`config.mk`:
```
export PLATFORM = sky130hd
export DESIGN_NAME = cpu_trace_monitor_flat
export DESIGN_NICKNAME = d
export VERILOG_FILES = /design/src/rtl/cpu_trace_monitor_pkg.sv /design/src/rtl/cpu_trace_monitor_if.sv /design/src/rtl/cpu_trace_monitor_fifo.sv /design/src/rtl/cpu_trace_monitor.sv /design/src/flat_wrapper.sv
export SDC_FILE = /design/constraint.sdc
export NUM_CORES = 2
export LEC_CHECK = 0
export CAP_MARGIN = 15
export CORE_MARGIN = 2
export CORE_UTILIZATION = 45
export DETAILED_ROUTE_END_ITERATION = 10
export SETUP_SLACK_MARGIN = 0.15
export SLEW_MARGIN = 20
export SYNTH_ARGS = -nofsm -noshare
export SYNTH_HDL_FRONTEND = slang
export SYNTH_SLANG_ARGS = --single-unit
```
`constraint.sdc`:
```
create_clock -name clk -period 14.93 [get_ports clk]
set_input_delay 1.493 -clock clk [delete_from_list [all_inputs] [get_ports clk]]
set_output_delay 1.493 -clock clk [all_outputs]
set_load 0.02 [all_outputs]
```
`src/rtl/cpu_trace_monitor_pkg.sv`:
```
// ---------------------------------------------------------------------------
// cpu_trace_pkg
// Shared types for the CPU retirement-trace monitor.
//   trace_kind_e  : record kind encoding (REG/LOAD/STORE/HALT)
//   trace_state_e : monitor sequencing state (IDLE/RUN/DRAIN/DONE)
//   trace_rec_t   : trace record layout at the default widths; the monitor
//                   builds the same layout from its own width parameters.
// Optional feature macro: TRACE_TIMESTAMP_EN adds a per-record cycle stamp.
// ---------------------------------------------------------------------------
package cpu_trace_pkg;

  typedef enum logic [1:0] {
    KIND_REG   = 2'd0,
    KIND_LOAD  = 2'd1,
    KIND_STORE = 2'd2,
    KIND_HALT  = 2'd3
  } trace_kind_e;

  typedef enum logic [1:0] {
    ST_IDLE  = 2'd0,
    ST_RUN   = 2'd1,
    ST_DRAIN = 2'd2,
    ST_DONE  = 2'd3
  } trace_state_e;

  localparam int TRACE_DATA_W = 16;
`ifdef TRACE_TIMESTAMP_EN
  localparam int TRACE_CNT_W  = 32;
`endif

  typedef struct packed {
    trace_kind_e             kind;
    logic [TRACE_DATA_W-1:0] addr;
    logic [TRACE_DATA_W-1:0] data;
`ifdef TRACE_TIMESTAMP_EN
    logic [TRACE_CNT_W-1:0]  cycle;
`endif
  } trace_rec_t;

endpackage

```
`src/rtl/cpu_trace_monitor_if.sv`:
```
// ---------------------------------------------------------------------------
// cpu_trace_monitor_if
// Bundles the CPU commit signals sampled by the monitor and the record
// drain channel (valid/ready).
//   master : the CPU/consumer side (drives commit signals and rec_ready)
//   slave  : the monitor side (samples commit signals, drives rec_*)
// Optional feature macro: TRACE_TIMESTAMP_EN adds rec_cycle (CNT_W bits).
// ---------------------------------------------------------------------------
interface cpu_trace_monitor_if #(
  parameter int DATA_W = 16,
  parameter int REG_W  = 4
`ifdef TRACE_TIMESTAMP_EN
  ,
  parameter int CNT_W  = 32
`endif
);

  logic              wb_reg_write;
  logic [REG_W-1:0]  wb_reg_sel;
  logic [DATA_W-1:0] wb_reg_data;
  logic              mem_read;
  logic              mem_write;
  logic [DATA_W-1:0] mem_addr;
  logic [DATA_W-1:0] mem_wdata;
  logic [DATA_W-1:0] mem_rdata;
  logic              hlt;

  logic              rec_valid;
  logic              rec_ready;
  logic [1:0]        rec_kind;
  logic [DATA_W-1:0] rec_addr;
  logic [DATA_W-1:0] rec_data;
`ifdef TRACE_TIMESTAMP_EN
  logic [CNT_W-1:0]  rec_cycle;
`endif

  modport master (
    output wb_reg_write, wb_reg_sel, wb_reg_data,
    output mem_read, mem_write, mem_addr, mem_wdata, mem_rdata, hlt,
    output rec_ready,
`ifdef TRACE_TIMESTAMP_EN
    input  rec_cycle,
`endif
    input  rec_valid, rec_kind, rec_addr, rec_data
  );

  modport slave (
    input  wb_reg_write, wb_reg_sel, wb_reg_data,
    input  mem_read, mem_write, mem_addr, mem_wdata, mem_rdata, hlt,
    input  rec_ready,
`ifdef TRACE_TIMESTAMP_EN
    output rec_cycle,
`endif
    output rec_valid, rec_kind, rec_addr, rec_data
  );

endinterface

```
`src/rtl/cpu_trace_monitor_fifo.sv`:
```
// ---------------------------------------------------------------------------
// trace_fifo_mpush
// Record FIFO accepting 0..4 in-order pushes and at most one pop per cycle.
// The caller guarantees push_cnt_i never exceeds free_o.
// Ports:
//   clk, rst_n    : clock, synchronous active-low reset (pointers/occupancy)
//   push_cnt_i    : number of valid entries in push_rec_i (0..4, slot 0 first)
//   push_rec_i    : up to four records, packed in push order
//   pop_i         : consume the head record (ignored when empty)
//   head_o        : record at the read pointer
//   valid_o       : FIFO non-empty
//   occ_o, free_o : occupancy and free entries at the start of the cycle
// ---------------------------------------------------------------------------
module trace_fifo_mpush #(
  parameter int REC_W      = 34,
  parameter int FIFO_DEPTH = 16,
  parameter int AW         = $clog2(FIFO_DEPTH)
) (
  input  logic                  clk,
  input  logic                  rst_n,
  input  logic [2:0]            push_cnt_i,
  input  logic [3:0][REC_W-1:0] push_rec_i,
  input  logic                  pop_i,
  output logic [REC_W-1:0]      head_o,
  output logic                  valid_o,
  output logic [AW:0]           occ_o,
  output logic [AW:0]           free_o
);

  logic [REC_W-1:0] mem_q [FIFO_DEPTH];
  logic [AW-1:0]    wr_ptr_q, rd_ptr_q;
  logic [AW:0]      occ_q;
  logic             pop_eff;

  assign pop_eff = pop_i && (occ_q != '0);
  assign valid_o = (occ_q != '0);
  assign occ_o   = occ_q;
  assign free_o  = (AW+1)'(FIFO_DEPTH) - occ_q;
  assign head_o  = mem_q[rd_ptr_q];

  always_ff @(posedge clk) begin
    if (!rst_n) begin
      wr_ptr_q <= '0;
      rd_ptr_q <= '0;
      occ_q    <= '0;
    end else begin
      wr_ptr_q <= wr_ptr_q + AW'(push_cnt_i);
      rd_ptr_q <= rd_ptr_q + AW'(pop_eff);
      occ_q    <= occ_q + (AW+1)'(push_cnt_i) - (AW+1)'(pop_eff);
    end
  end

  // Storage is not reset: stale entries are unreachable once pointers clear.
  always_ff @(posedge clk) begin
    for (int i = 0; i < 4; i++) begin
      if (3'(i) < push_cnt_i) begin
        mem_q[wr_ptr_q + AW'(i)] <= push_rec_i[i];
      end
    end
  end

endmodule

```
`src/rtl/cpu_trace_monitor.sv`:
```
// ---------------------------------------------------------------------------
// cpu_trace_monitor
// Retirement-trace monitor: samples writeback/memory commit signals, counts
// cycles and retired instructions, and packs REG/LOAD/STORE/HALT events into
// records pushed to a multi-push FIFO drained over a valid/ready channel.
// Sequencing IDLE -> RUN -> DRAIN -> DONE with a cycle watchdog.
// Ports:
//   clk, rst_n     : clock, synchronous active-low reset
//   run            : start capture (sampled in IDLE)
//   bus            : commit signals in, record channel out (slave modport)
//   cycle_count, inst_count, drop_count : saturating statistics
//   state          : IDLE 0, RUN 1, DRAIN 2, DONE 3
//   halted, timeout, overflow : sticky status
// Optional feature macro: TRACE_TIMESTAMP_EN stamps each record with the
// cycle_count value of its capture cycle (bus.rec_cycle).
// ---------------------------------------------------------------------------
module cpu_trace_monitor
  import cpu_trace_pkg::*;
#(
  parameter int DATA_W      = 16,
  parameter int REG_W       = 4,
  parameter int FIFO_DEPTH  = 16,
  parameter int CNT_W       = 32,
  parameter int CYCLE_LIMIT = 100000
) (
  input  logic                 clk,
  input  logic                 rst_n,
  input  logic                 run,
  cpu_trace_monitor_if.slave   bus,
  output logic [CNT_W-1:0]     cycle_count,
  output logic [CNT_W-1:0]     inst_count,
  output logic [CNT_W-1:0]     drop_count,
  output logic [1:0]           state,
  output logic                 halted,
  output logic                 timeout,
  output logic                 overflow
);

  localparam int FW = $clog2(FIFO_DEPTH) + 1;

  // Same layout as trace_rec_t, sized by this instance's parameters.
  typedef struct packed {
    trace_kind_e       kind;
    logic [DATA_W-1:0] addr;
    logic [DATA_W-1:0] data;
`ifdef TRACE_TIMESTAMP_EN
    logic [CNT_W-1:0]  cycle;
`endif
  } rec_t;

  localparam int REC_W = $bits(rec_t);

  function automatic logic [CNT_W-1:0] sat_add(input logic [CNT_W-1:0] a,
                                               input logic [2:0]       b);
    logic [CNT_W:0] sum;
    sum = {1'b0, a} + {{(CNT_W-2){1'b0}}, b};
    return sum[CNT_W] ? '1 : sum[CNT_W-1:0];
  endfunction

  function automatic rec_t mk_rec(input trace_kind_e       k,
                                  input logic [DATA_W-1:0] a,
                                  input logic [DATA_W-1:0] d);
    rec_t r;
    r      = '0;
    r.kind = k;
    r.addr = a;
    r.data = d;
    return r;
  endfunction

  trace_state_e     state_q;
  logic [CNT_W-1:0] cycle_count_q, inst_count_q, drop_count_q;
  logic             halted_q, timeout_q, overflow_q;

  logic             in_run;
  logic [2:0]       n_data, need, n_drop, push_cnt;
  logic             data_ok, halt_ok, halt_lost, is_inst, limit_hit, pop;
  logic [FW-1:0]    occ, free;
  logic [CNT_W-1:0] cycle_inc;
  rec_t [3:0]       push_rec;
  logic [REC_W-1:0] head_raw;
  rec_t             head;
  logic             fifo_valid;

  assign in_run    = (state_q == ST_RUN);
  assign n_data    = {2'b0, bus.wb_reg_write} + {2'b0, bus.mem_read} + {2'b0, bus.mem_write};
  assign need      = n_data + {2'b0, bus.hlt};
  // A pending HALT reserves a slot, so data events must fit alongside it.
  assign data_ok   = (FW'(need) <= free);
  assign halt_ok   = bus.hlt && (free != '0);
  assign n_drop    = (in_run && !data_ok) ? n_data : 3'd0;
  assign halt_lost = in_run && bus.hlt && (free == '0);
  assign is_inst   = bus.hlt || bus.wb_reg_write || bus.mem_write;
  assign cycle_inc = sat_add(cycle_count_q, 3'd1);
  assign limit_hit = (cycle_inc == CNT_W'(CYCLE_LIMIT));

  // Compact the accepted events into consecutive push slots in fixed order.
  always_comb begin
    push_rec = '0;
    push_cnt = '0;
    if (in_run && data_ok) begin
      if (bus.wb_reg_write) begin
        push_rec[push_cnt[1:0]] = mk_rec(KIND_REG, DATA_W'(bus.wb_reg_sel), bus.wb_reg_data);
        push_cnt = push_cnt + 3'd1;
      end
      if (bus.mem_read) begin
        push_rec[push_cnt[1:0]] = mk_rec(KIND_LOAD, bus.mem_addr, bus.mem_rdata);
        push_cnt = push_cnt + 3'd1;
      end
      if (bus.mem_write) begin
        push_rec[push_cnt[1:0]] = mk_rec(KIND_STORE, bus.mem_addr, bus.mem_wdata);
        push_cnt = push_cnt + 3'd1;
      end
    end
    if (in_run && halt_ok) begin
      push_rec[push_cnt[1:0]] = mk_rec(KIND_HALT, '0, '0);
      push_cnt = push_cnt + 3'd1;
    end
`ifdef TRACE_TIMESTAMP_EN
    for (int i = 0; i < 4; i++) begin
      push_rec[i].cycle = cycle_count_q;
    end
`endif
  end

  assign pop = fifo_valid && bus.rec_ready;

  trace_fifo_mpush #(
    .REC_W      (REC_W),
    .FIFO_DEPTH (FIFO_DEPTH)
  ) u_fifo (
    .clk        (clk),
    .rst_n      (rst_n),
    .push_cnt_i (push_cnt),
    .push_rec_i (push_rec),
    .pop_i      (pop),
    .head_o     (head_raw),
    .valid_o    (fifo_valid),
    .occ_o      (occ),
    .free_o     (free)
  );

  assign head          = rec_t'(head_raw);
  assign bus.rec_valid = fifo_valid;
  assign bus.rec_kind  = head.kind;
  assign bus.rec_addr  = head.addr;
  assign bus.rec_data  = head.data;
`ifdef TRACE_TIMESTAMP_EN
  assign bus.rec_cycle = head.cycle;
`endif

  always_ff @(posedge clk) begin
    if (!rst_n) begin
      state_q       <= ST_IDLE;
      cycle_count_q <= '0;
      inst_count_q  <= '0;
      drop_count_q  <= '0;
      halted_q      <= 1'b0;
      timeout_q     <= 1'b0;
      overflow_q    <= 1'b0;
    end else begin
      case (state_q)
        ST_IDLE: begin
          if (run) state_q <= ST_RUN;
        end
        ST_RUN: begin
          cycle_count_q <= cycle_inc;
          if (is_inst) inst_count_q <= sat_add(inst_count_q, 3'd1);
          if ((n_drop != 3'd0) || halt_lost) begin
            drop_count_q <= sat_add(drop_count_q, n_drop + {2'b0, halt_lost});
            overflow_q   <= 1'b1;
          end
          // Halt takes precedence over the watchdog in the same cycle.
          if (bus.hlt) begin
            state_q  <= ST_DRAIN;
            halted_q <= 1'b1;
          end else if (limit_hit) begin
            state_q   <= ST_DRAIN;
            timeout_q <= 1'b1;
          end
        end
        ST_DRAIN: begin
          if (occ == '0) state_q <= ST_DONE;
        end
        ST_DONE: begin
          state_q <= ST_DONE;
        end
        default: state_q <= ST_IDLE;
      endcase
    end
  end

  assign cycle_count = cycle_count_q;
  assign inst_count  = inst_count_q;
  assign drop_count  = drop_count_q;
  assign state       = state_q;
  assign halted      = halted_q;
  assign timeout     = timeout_q;
  assign overflow    = overflow_q;

endmodule
```
`src/flat_wrapper.sv`:
```
// flat-port wrapper written by rule: the top's interface ports become plain ports
module cpu_trace_monitor_flat import cpu_trace_pkg::*;
#(
  parameter int DATA_W      = 16,
  parameter int REG_W       = 4,
  parameter int FIFO_DEPTH  = 16,
  parameter int CNT_W       = 32,
  parameter int CYCLE_LIMIT = 100000
)
  (clk, rst_n, run, cycle_count, inst_count, drop_count, state, halted, timeout, overflow, bus_wb_reg_write, bus_wb_reg_sel, bus_wb_reg_data, bus_mem_read, bus_mem_write, bus_mem_addr, bus_mem_wdata, bus_mem_rdata, bus_hlt, bus_rec_ready, bus_rec_valid, bus_rec_kind, bus_rec_addr, bus_rec_data);
  cpu_trace_monitor_if #(.DATA_W(DATA_W), .REG_W(REG_W)) bus_i ();
  input  logic clk;
  input  logic rst_n;
  input  logic run;
  output logic [CNT_W-1:0] cycle_count;
  output logic [CNT_W-1:0] inst_count;
  output logic [CNT_W-1:0] drop_count;
  output logic [1:0] state;
  output logic halted;
  output logic timeout;
  output logic overflow;
  input wire logic [$bits(bus_i.wb_reg_write)-1:0] bus_wb_reg_write;
  input wire logic [$bits(bus_i.wb_reg_sel)-1:0] bus_wb_reg_sel;
  input wire logic [$bits(bus_i.wb_reg_data)-1:0] bus_wb_reg_data;
  input wire logic [$bits(bus_i.mem_read)-1:0] bus_mem_read;
  input wire logic [$bits(bus_i.mem_write)-1:0] bus_mem_write;
  input wire logic [$bits(bus_i.mem_addr)-1:0] bus_mem_addr;
  input wire logic [$bits(bus_i.mem_wdata)-1:0] bus_mem_wdata;
  input wire logic [$bits(bus_i.mem_rdata)-1:0] bus_mem_rdata;
  input wire logic [$bits(bus_i.hlt)-1:0] bus_hlt;
  input wire logic [$bits(bus_i.rec_ready)-1:0] bus_rec_ready;
  output wire logic [$bits(bus_i.rec_valid)-1:0] bus_rec_valid;
  output wire logic [$bits(bus_i.rec_kind)-1:0] bus_rec_kind;
  output wire logic [$bits(bus_i.rec_addr)-1:0] bus_rec_addr;
  output wire logic [$bits(bus_i.rec_data)-1:0] bus_rec_data;
  assign bus_i.wb_reg_write = bus_wb_reg_write;
  assign bus_i.wb_reg_sel = bus_wb_reg_sel;
  assign bus_i.wb_reg_data = bus_wb_reg_data;
  assign bus_i.mem_read = bus_mem_read;
  assign bus_i.mem_write = bus_mem_write;
  assign bus_i.mem_addr = bus_mem_addr;
  assign bus_i.mem_wdata = bus_mem_wdata;
  assign bus_i.mem_rdata = bus_mem_rdata;
  assign bus_i.hlt = bus_hlt;
  assign bus_i.rec_ready = bus_rec_ready;
  assign bus_rec_valid = bus_i.rec_valid;
  assign bus_rec_kind = bus_i.rec_kind;
  assign bus_rec_addr = bus_i.rec_addr;
  assign bus_rec_data = bus_i.rec_data;
  cpu_trace_monitor #(.DATA_W(DATA_W), .REG_W(REG_W), .FIFO_DEPTH(FIFO_DEPTH), .CNT_W(CNT_W), .CYCLE_LIMIT(CYCLE_LIMIT)) u_core (.clk(clk), .rst_n(rst_n), .run(run), .bus(bus_i), .cycle_count(cycle_count), .inst_count(inst_count), .drop_count(drop_count), .state(state), .halted(halted), .timeout(timeout), .overflow(overflow));
endmodule
```
==> reports/metrics.yaml <==
outcome: "finished, final reports clean"
yosys-top-cells-area: "edfxtp_1 (44%), mux4_2 (10%), mux2i_1 (6.5%)"
fmaxAchievable_ghz: 0.115
yosysTopAreaCell: "edfxtp_1"
yosys-top-cells-count: "edfxtp_1 (544), a22o_1 (276), mux2i_1 (243), nand2_1 (197), clkbuf_1 (187)"
ios: 212
clock_latency_ps: 650
r2r_cells: 19
syn_area_um2: 37200
syn2layout_area_growth_pct: 15.3
postCtsSetupRepairBufs: 0
initial_utilization_pct: 45.4
setup.worst_path.class: "in -> reg"
h-tree-depth: 3
hold_viol_final: 0
rsz0062_at_grt: "no"
yosysMostFrequentCell: "edfxtp_1"
die_area_um2: 85100
swShare_pct: 30.5
p_leak_uw: 0.0155
ant_nets: 0
synth_seq_cells: 658
fp.dieH_um: 292
num_rows: 105
hold_path_depth: 2
drt-vias-per-instance: 6.65
preCtsSetupSlack_ps: 5810
cts_tree: "yes"
drv_slew: 0
period_share_pct: 58.1
r2r_start: "u_core.u_fifo.occ_o[0]$_SDFF_PN0_"
synth_edf_count: 544
crit_path_top_delay_cell: "o32ai_4"
ys_warn_count: 0
cellPowerDensity_nw_per_um2: 126
min_to: "u_core.halted$_SDFFE_PN0P_"
p_clk_share_pct: 33.7
worst-slew-pin-transition_ps: 1180
min_period_ps: 8670
path_cells: "clkdlybuf4s50_1 > buf_4 > inv_1 > fa_1 > inv_1 > ha_1 > fa_1 > ha_1 > a21oi_1 > a32oi_1 > a21oi_2 > o211ai_1 > inv_1 > ha_1 > inv_1 > ha_1 > mux2_4 > inv_2 > or3_1 > o32ai_4 > nor2b_1 > o21ai_4 > buf_4"
synth_top_flop_cell: "edfxtp_1"
drc: 0
die_w_um: 292
fin_ws_ps: 6260
yosysSeqAreaShare_pct: 50.0
max-vdd-ir-drop_mv: 0.0880
coreArea_um2: 82000
grt_pass1_wl_um: 189000
initialDrtViolationCount: 3201
p_switching_uw: 1640
r2r_slack_ps: 8610
max_cap_violations: 0
drive_above_1_share_pct: 15.9
setup_viol: 0
syn_avg_cell_area_um2: 12.4
min_from: "u_core.halted$_SDFFE_PN0P_"
hpwl_um: 81800
worstSetupEndpointType: "register"
async_flop_share_pct: 0
cp_top_family: "adder cells"
grt_pass1_vias: 28300
hold_class: "reg -> reg"
setup-tns-final_ps: 0
cts_sinks: 658
synthDistinctLibCells: 86
cp.required_ps: 15190
slowest_delay_ps: 900
numCtsBuffers: 74
ctsResizeCount: 0
overflow: 0
postRouteWirelength_um: 130000
crit_arrival_ps: 8930
drt_pre_antenna_iters: 6
grt_util_all_layers_pct: 29.9
cts_hold_buf: 0
ctsRootBufferMaster: "clkbuf_16"
yosysTopAreaCellShare_pct: 43.9
place_congestion: 0.953
timing.rr.end: "u_core.u_fifo.mem_q[11][33]$_DFFE_PP_"
vias: 28100
path_max_fanout: 27
antenna_cells: 0
power.share.sequential_pct: 40.1
path_clk_slew_ps: 60
synth_nets: 3126
port_buffers: 211
synth_cells: 3006
slew-limit-headroom_pct: 21.2
worstSetupStartpointType: "primary input"
grt_antenna_before_repair: 3
nFillCells: 6950
cts.path.max_buffers: 3
skew_ps: 44.1
p_int_uw: 3750
grt_max_degree: 69
nets: 3217
power_frac_comb_pct: 26.1
avgRoutedWirePerCell_um: 30.8
cp_num_buf_inv: 8
[worst max path at each step]
stage	startpoint	to	slack [ps]	depth (start not counted)
global placement	bus_wb_reg_write	u_core.u_fifo.mem_q[11][26]$_DFFE_PP_	5900	23
floorplan	bus_wb_reg_write	u_core.u_fifo.mem_q[1][0]$_DFFE_PP_	6700	19
detailed placement	bus_wb_reg_write	u_core.u_fifo.mem_q[11][21]$_DFFE_PP_	5810	23
global route	bus_wb_reg_write	u_core.u_fifo.mem_q[11][33]$_DFFE_PP_	5850	23
finish	bus_wb_reg_write	u_core.u_fifo.mem_q[11][33]$_DFFE_PP_	6260	23
CTS	bus_wb_reg_write	u_core.u_fifo.mem_q[11][33]$_DFFE_PP_	6440	23
[worst register-to-register path, delay by kind of cell, from the launching register on]
kind	cells	cell delay, ps
DFF	1	480
buffers and inverters	5	900
muxes	1	190
and+or+nand+nor	2	740
AOI/OAI and AO/OA	6	2250
xor gates and xnor gates	1	240
adders and majority gates	4	1150
[layout make-up]
class	count	area (um^2)	area share (%)
timing repair buffer	318	2920	6.79
inverter	45	169	0.393
sequential	658	18600	43.4
clock inverter	39	367	0.854
tap	1070	1340	3.12
multi-input combinational	2000	17500	40.7
clock buffer	93	2030	4.73
[sequential cells by signal, summed over array words and instances (netlist names)]
register	flops
u_core.u_fifo.mem_q	544
u_core.cycle_count	32
u_core.drop_count	32
u_core.inst_count	32
u_core.u_fifo.occ_o	5
u_core.u_fifo.rd_ptr_q	4
u_core.u_fifo.wr_ptr_q	4
u_core.state	2
u_core.halted	1
u_core.overflow	1
u_core.timeout	1
[cell families (layout without fill, tap and decap cells)]
logic type | count (synthesis) | in the layout | share of synthesized area, %
AND/OR/NAND/NOR | 718 | 718 | 9.97
adder cells (fa/ha/maj) | 44 | 44 | 1.58
multiplexers | 448 | 448 | 17.9
XOR/XNOR | 72 | 72 | 1.71
buffers and inverters | 348 | 495 | 3.85
flip-flops | 658 | 658 | 50.0
AO/OA/AOI/OAI | 718 | 718 | 15.0
[placed cells by master, fill, tap and decap left out, types with 101 or more instances in the layout]
cell type / instances
a22o_1: 276
and2_1: 101
buf_4: 106
clkdlybuf4s50_1: 211
dfxtp_1: 110
edfxtp_1: 544
mux2i_1: 243
mux4_2: 170
nand2_1: 197
nor2b_1: 123
[power by group through the flow]
| stage | Clock [uW] | Sequential (uW) | Combinational, uW |
|---|---|---|---|
| 4_1_cts | 1840 | 2170 | 1400 |
| 3_3_place_gp | 0 | 2200 | 1380 |
| 6_report | 1820 | 2170 | 1410 |
| 3_5_place_dp | 0 | 2210 | 1400 |
| 5_1_grt | 1910 | 2180 | 1490 |
| 2_1_floorplan | 0 | 2160 | 951 |
[through the flow]
stage | utilization (%) | instance area (um^2) | instances | power, uW | hold WS [ps]
3_3_place_gp | 49.4 | 40500 | 4090 | 3590 | 435
2_1_floorplan | - | 37200 | 3006 | 3110 | 522
5_1_grt | 52.4 | 42900 | 4223 | 5580 | 461
6_report | 52.4 | 42900 | 4223 | 5400 | 452
3_5_place_dp | 49.4 | 40500 | 4090 | 3600 | 438
4_1_cts | 52.3 | 42900 | 4222 | 5410 | 450
[metal layers]
layer	vias to the layer above	GRT usage, %	wire [um]
met5	-	0	25
met4	4	11.3	4930
met3	295	9.00	14000
met2	1567	47.8	60300
met1	14300	38.4	50700
li1	11900	-	-
No activity file was read; power rests on OpenSTA's default activity.
